--- src/rtl/rf_pkg.sv ---
// Shared constants and the writeback request type for the register-file
// write side.
package rf_pkg;

    localparam int NREGS = 32;
    localparam int AW    = 5;
    localparam int DW    = 32;

    typedef struct packed {
        logic [AW-1:0] addr;
        logic [DW-1:0] data;
    } wb_req_t;

endpackage

--- src/rtl/rf_wb_fifo.sv ---
// Synchronous FIFO for long-latency writeback results; the occupancy comes
// from read/write pointers that carry one extra wrap bit.
module rf_wb_fifo #(
    parameter int WIDTH = 37,
    parameter int DEPTH = 4
) (
    input  logic                     clk,
    input  logic                     rst_n,
    input  logic                     i_push,
    input  logic [WIDTH-1:0]         i_data,
    input  logic                     i_pop,
    output logic [WIDTH-1:0]         o_data,
    output logic [$clog2(DEPTH):0]   o_level,
    output logic                     o_full,
    output logic                     o_empty
);

    localparam int PW = $clog2(DEPTH);

    logic [WIDTH-1:0] r_mem [DEPTH];
    logic [PW:0]      r_wptr;
    logic [PW:0]      r_rptr;
    logic             w_push;
    logic             w_pop;

    assign o_level = r_wptr - r_rptr;
    assign o_full  = (o_level == (PW+1)'(DEPTH));
    assign o_empty = (o_level == '0);
    assign o_data  = r_mem[r_rptr[PW-1:0]];

    // Guard against over/underflow even if the caller misbehaves.
    assign w_push = i_push && !o_full;
    assign w_pop  = i_pop && !o_empty;

    always_ff @(posedge clk) begin
        if (w_push) begin
            r_mem[r_wptr[PW-1:0]] <= i_data;
        end
    end

    always_ff @(posedge clk or negedge rst_n) begin
        if (!rst_n) begin
            r_wptr <= '0;
            r_rptr <= '0;
        end else begin
            if (w_push) begin
                r_wptr <= r_wptr + 1'b1;
            end
            if (w_pop) begin
                r_rptr <= r_rptr + 1'b1;
            end
        end
    end

endmodule

--- src/rtl/rf_writeback_arbiter.sv ---
// Drives the register file write port from the ALU path (always wins) and the
// buffered long-latency path, and tracks registers still awaiting writeback.
module rf_writeback_arbiter
    import rf_pkg::*;
#(
    parameter int NREGS      = rf_pkg::NREGS,
    parameter int AW         = rf_pkg::AW,
    parameter int DW         = rf_pkg::DW,
    parameter int FIFO_DEPTH = 4
) (
    input  logic                          clk,
    input  logic                          reset_n,
    input  logic                          a_valid,
    input  logic [AW-1:0]                 a_addr,
    input  logic [DW-1:0]                 a_data,
    input  logic                          b_valid,
    output logic                          b_ready,
    input  logic [AW-1:0]                 b_addr,
    input  logic [DW-1:0]                 b_data,
    input  logic                          set_v,
    input  logic [AW-1:0]                 set_addr,
    input  logic [AW-1:0]                 q1_addr,
    input  logic [AW-1:0]                 q2_addr,
    output logic                          busy1,
    output logic                          busy2,
    output logic                          we3,
    output logic [AW-1:0]                 wa3,
    output logic [DW-1:0]                 wd3,
    output logic [$clog2(FIFO_DEPTH):0]   fifo_level
);

    logic [AW+DW-1:0] w_head;
    logic             w_full;
    logic             w_empty;
    logic             w_push;
    logic             w_pop;
    logic             w_sel_vld;
    logic [AW-1:0]    w_sel_addr;
    logic [DW-1:0]    w_sel_data;
    logic [NREGS-1:0] r_pend;
    logic [NREGS-1:0] w_pend_nxt;

    assign b_ready = !w_full;
    assign w_push  = b_valid && b_ready;
    assign w_pop   = !a_valid && !w_empty;

    rf_wb_fifo #(
        .WIDTH (AW + DW),
        .DEPTH (FIFO_DEPTH)
    ) u_bfifo (
        .clk     (clk),
        .rst_n   (reset_n),
        .i_push  (w_push),
        .i_data  ({b_addr, b_data}),
        .i_pop   (w_pop),
        .o_data  (w_head),
        .o_level (fifo_level),
        .o_full  (w_full),
        .o_empty (w_empty)
    );

    always_comb begin
        w_sel_vld  = 1'b0;
        w_sel_addr = '0;
        w_sel_data = '0;
        if (a_valid) begin
            w_sel_vld  = 1'b1;
            w_sel_addr = a_addr;
            w_sel_data = a_data;
        end else if (w_pop) begin
            w_sel_vld  = 1'b1;
            w_sel_addr = w_head[AW+DW-1:DW];
            w_sel_data = w_head[DW-1:0];
        end
    end

    // Writes to register 0 still consume their slot but never reach the file.
    always_ff @(posedge clk or negedge reset_n) begin
        if (!reset_n) begin
            we3 <= 1'b0;
            wa3 <= '0;
            wd3 <= '0;
        end else begin
            we3 <= w_sel_vld && (w_sel_addr != '0);
            wa3 <= w_sel_addr;
            wd3 <= w_sel_data;
        end
    end

    // A set on the same edge as the clear wins: the new producer is in flight.
    always_comb begin
        w_pend_nxt = r_pend;
        if (we3) begin
            w_pend_nxt[wa3] = 1'b0;
        end
        if (set_v && (set_addr != '0)) begin
            w_pend_nxt[set_addr] = 1'b1;
        end
        w_pend_nxt[0] = 1'b0;
    end

    always_ff @(posedge clk or negedge reset_n) begin
        if (!reset_n) begin
            r_pend <= '0;
        end else begin
            r_pend <= w_pend_nxt;
        end
    end

    assign busy1 = r_pend[q1_addr];
    assign busy2 = r_pend[q2_addr];

endmodule

--- config.mk ---
export PLATFORM = sky130hd
export DESIGN_NAME = rf_writeback_arbiter
export DESIGN_NICKNAME = d
export VERILOG_FILES = /design/src/rtl/rf_pkg.sv /design/src/rtl/rf_wb_fifo.sv /design/src/rtl/rf_writeback_arbiter.sv
export SDC_FILE = /design/constraint.sdc
export NUM_CORES = 1
export LEC_CHECK = 0
export ABC_AREA = 1
export ABC_CLOCK_PERIOD_IN_PS = 4710
export CORE_MARGIN = 2
export CORE_UTILIZATION = 38
export CTS_CLUSTER_SIZE = 28
export DETAILED_ROUTE_END_ITERATION = 10
export HOLD_SLACK_MARGIN = 0.1
export PLACE_DENSITY = 0.65
export SLEW_MARGIN = 20
export SYNTH_ARGS = -nofsm -noshare
export SYNTH_HDL_FRONTEND = slang
export SYNTH_HIERARCHICAL = 1
export SYNTH_SLANG_ARGS = --single-unit
export TNS_END_PERCENT = 30
--- constraint.sdc ---
create_clock -name clk -period 4.71 [get_ports clk]
set_input_delay 1.1775 -clock clk [delete_from_list [all_inputs] [get_ports clk]]
set_output_delay 1.1775 -clock clk [all_outputs]
set_load 0.005 [all_outputs]
==> metrics.txt <==
outcome=finished clean; Overflow after GRT=0; stages on the worst setup path=11; Core ar.=24,110 um^2; WHS Endpoint=u_bfifo/r_wptr[2]$_DFFE_PN0P_; Rows=57; count of final max-slew check failures=0; Final setup viols=0; Fin. Hold Viols=0; Worst Path Arrival=3.20 ns; Post-DRT Antenna Nets=0; Syn Nets=898; combinational group share of total power=33.9%; final instance area=11,640 um^2; Yosys cell types=23; buffers added on ports=about 140; # nets final=1,035; Cell Chain, Critical Path=clkdlybuf4s50_1 -> inv_6 -> nand2_1 -> nand3_1 -> nand3_1 -> nand2_1 -> nand2_1 -> nand2_1 -> nand2_1 -> nand2_1 -> clkdlybuf4s50_1; 1st-pass router iterations=5; Fin Hold WS=0.5191 ns; unrepaired setup endpoints after global routing=no; setup tns final=0 ns; final WL=between 20,000 and 25,000 um; dpl cells=between 1k and 1.5k; initial DRC count=around 360; utilization after layout=48.29%; die area=between 20,000 and 30,000 um^2; vias=6,550; Syn Inst Count=797; Hold Crit Class=register to register; H-tree Lvls=1; Reg clk slew, reported paths=~0.060 ns; R2R Path End=u_bfifo/r_mem[2][11]$_DFFE_PP_; Lkg Pwr=4.423 nW; Net Sw Power=2.518 mW; global-route wire length before repair=34,960 um; worst slack at placement=0.3447 ns; largest net degree at the start of global routing=78; Reg power frac=a little over two fifths; Power Internal=4.862 mW; footprint of the multi-input gates=2505 um^2; Clock power frac=between 20 and 25%; synthesized flop and latch total=~220; Worst Tran Pin Value=0.9975 ns; Post-DP Area=10,880 um^2; Layout Cells excl Fill=1,275; CTS Buffer Depth=3; Root Driver=clkbuf_16; Ports=138; routability cong.=0.8808; Worst setup SP type=input pin; R2R setup slack=approximately 1.5 ns; DP HPWL=between 10,000 and 15,000 um; fmax=0.2285 GHz; Max VDD drop=around 0.34 mV; DR vias/cell=around 5.1; buffers and inverters on the worst path=3; pwr dens=634.0 nW/um^2; # resized after CTS=0; Die Wd=159.9 um; CP max stage cell=clkdlybuf4s50_1; layout cell share with drive strength beyond 1=6.947%; worst clock skew=about 0.0086 ns; final worst path period share=between 90 and 100%; CP Data Required Time=3.53 ns; sw frac=between 30% and 40%; Hold Path Depth=2; post-synthesis sequential area ratio=between 60% and 70%; Die Ht=between 150 and 200 um; initial antenna violation count=2; synthesized area per cell=11.60 um^2; initial core utilization=38.34%; most frequent CP cell=nand2_1; number of global-route vias before repair=6,352; Rel. slew slack=about 33%; Crit Path Class=input pin to primary output; synthesized area=9241 um^2; Pwr Total=7.380 mW; TritonCTS clock tree=yes; wire per inst=about 17 um; TritonCTS Buffers=23; total of max-cap violations=0; Fill cells=2,206; fin crit period=4.376 ns; Reg area=roughly 6300 um^2; # DRC=0; PnR worst setup slack=0.3344 ns; Skew-Pair Late Insertion Delay=0.50 ns; GRT Util Overall=around 17%; Synth warnings=6; R2R Path Start=u_bfifo/r_wptr[0]$_DFFE_PN0P_; critical path peak fanout=15; Worst path max stage delay=0.74 ns; critical path capture point type=primary output; hold_sp=u_bfifo/r_wptr[2]$_DFFE_PN0P_; Hold Buf Count CTS=0; clock tree sinks=~220; FF-to-FF path depth=11; Post-CTS Setup Bufs=0; CP delay by family, top=buffers and inverters; Syn-to-layout area delta=25.95%
## final cells by class
class / instances / share of cell area, %
flip-flops and latches: 223 / 54.32
diodes: 1 / 0.02150
inverters: 46 / 1.569
clock inverters: 16 / 1.462
repair buffers: 151 / 12.62
clock buffers: 25 / 5.009
multi-input cells: 489 / 21.52
well taps: 324 / 3.483
## cell families after synthesis
logic type	Yosys count	share of synthesized area [%]
AO/OA/AOI/OAI	210	13.36
AND/OR/NAND/NOR	271	12.29
flip-flops	223	68.40
XOR/XNOR	1	0.09479
adder cells (fa/ha/maj)	7	1.029
buffers and inverters	85	4.820
## layout by cell type, fill, tap and decap left out, types with 2 or more instances in the layout
cell,instances
ha_1,6
nor2_4,4
nor2_1,77
o21ai_0,121
nand2_1,104
clkbuf_16,23
o22ai_1,37
edfxtp_1,148
o21ai_1,15
clkbuf_1,2
dfrtp_1,74
nand3_1,83
inv_6,3
buf_4,15
bufinv_16,3
inv_1,42
clkdlybuf4s50_1,135
inv_2,2
clkinvlp_4,5
a22o_1,36
nand3_2,2
clkinv_2,6
## cell usage after synthesis
cell	instances	area share (%)
edfxtp_1	148	48
o21ai_0	121	6.6
nand2_1	104	4.2
nand3_1	83	4.5
nor2_1	81	3.3
dfrtp_1	75	20
inv_1	43	1.7
o22ai_1	37	2.5
a22o_1	36	3.4
o21ai_1	15	0.81
buf_6	13	1.6
buf_2	12	0.65
clkbuf_1	12	0.49
ha_1	6	0.81
inv_6	2	0.19
nand3_2	2	0.22
a22oi_1	1	0.081
buf_1	1	0.041
buf_4	1	0.081
fa_1	1	0.22
inv_2	1	0.041
nand2_2	1	0.068
xor2_1	1	0.095
## worst min-delay path, delay by kind of cell (launching register included)
kind / cells / cell delay, ns
AND/OR/NAND/NOR: 2 / 0.11
flip-flops: 1 / 0.37
## power by group through the flow
| stage | Combinational (mW) | Clock, mW | Sequential [mW] |
|---|---|---|---|
| after floorplan | 1.50 | 0 | 3.06 |
| after global placement | 2.49 | 0 | 3.10 |
| after detailed placement | 2.52 | 0 | 3.11 |
| after CTS | 2.54 | 1.84 | 3.08 |
| after global routing | 2.79 | 1.92 | 3.14 |
| final | 2.50 | 1.80 | 3.08 |
## registers in the layout, indices dropped and copies added (netlist names)
signal / flops
wd3: 32
u_bfifo/r_mem: 148
u_bfifo/r_wptr: 3
we3: 1
r_pend: 31
wa3: 5
u_bfifo/r_rptr: 3
## metal layers
metal / wire length, um / share of wire (%) / GRT usage (%) / up-vias
met2: 10310 / 47 / 27.94 / 195
li1: - / - / - / 3136
met4: 305 / 1.4 / 3.522 / 2
met5: 13 / 0.059 / 0 / -
met1: 9734 / 44 / 23.26 / 3185
met3: 1715 / 7.8 / 4.234 / 32
## worst max-delay path by stage
stage	startpoint	end	slack [ns]
2_1_floorplan	u_bfifo/r_wptr[0]$_DFFE_PN0P_	u_bfifo/r_mem[0][0]$_DFFE_PP_	0.98
3_3_place_gp	q2_addr[0]	busy2	0.30
3_5_place_dp	q2_addr[0]	busy2	0.34
4_1_cts	q2_addr[0]	busy2	0.34
5_1_grt	q2_addr[0]	busy2	0.13
6_report	q2_addr[0]	busy2	0.33
Note: power is estimated with default switching activity, not from simulation.
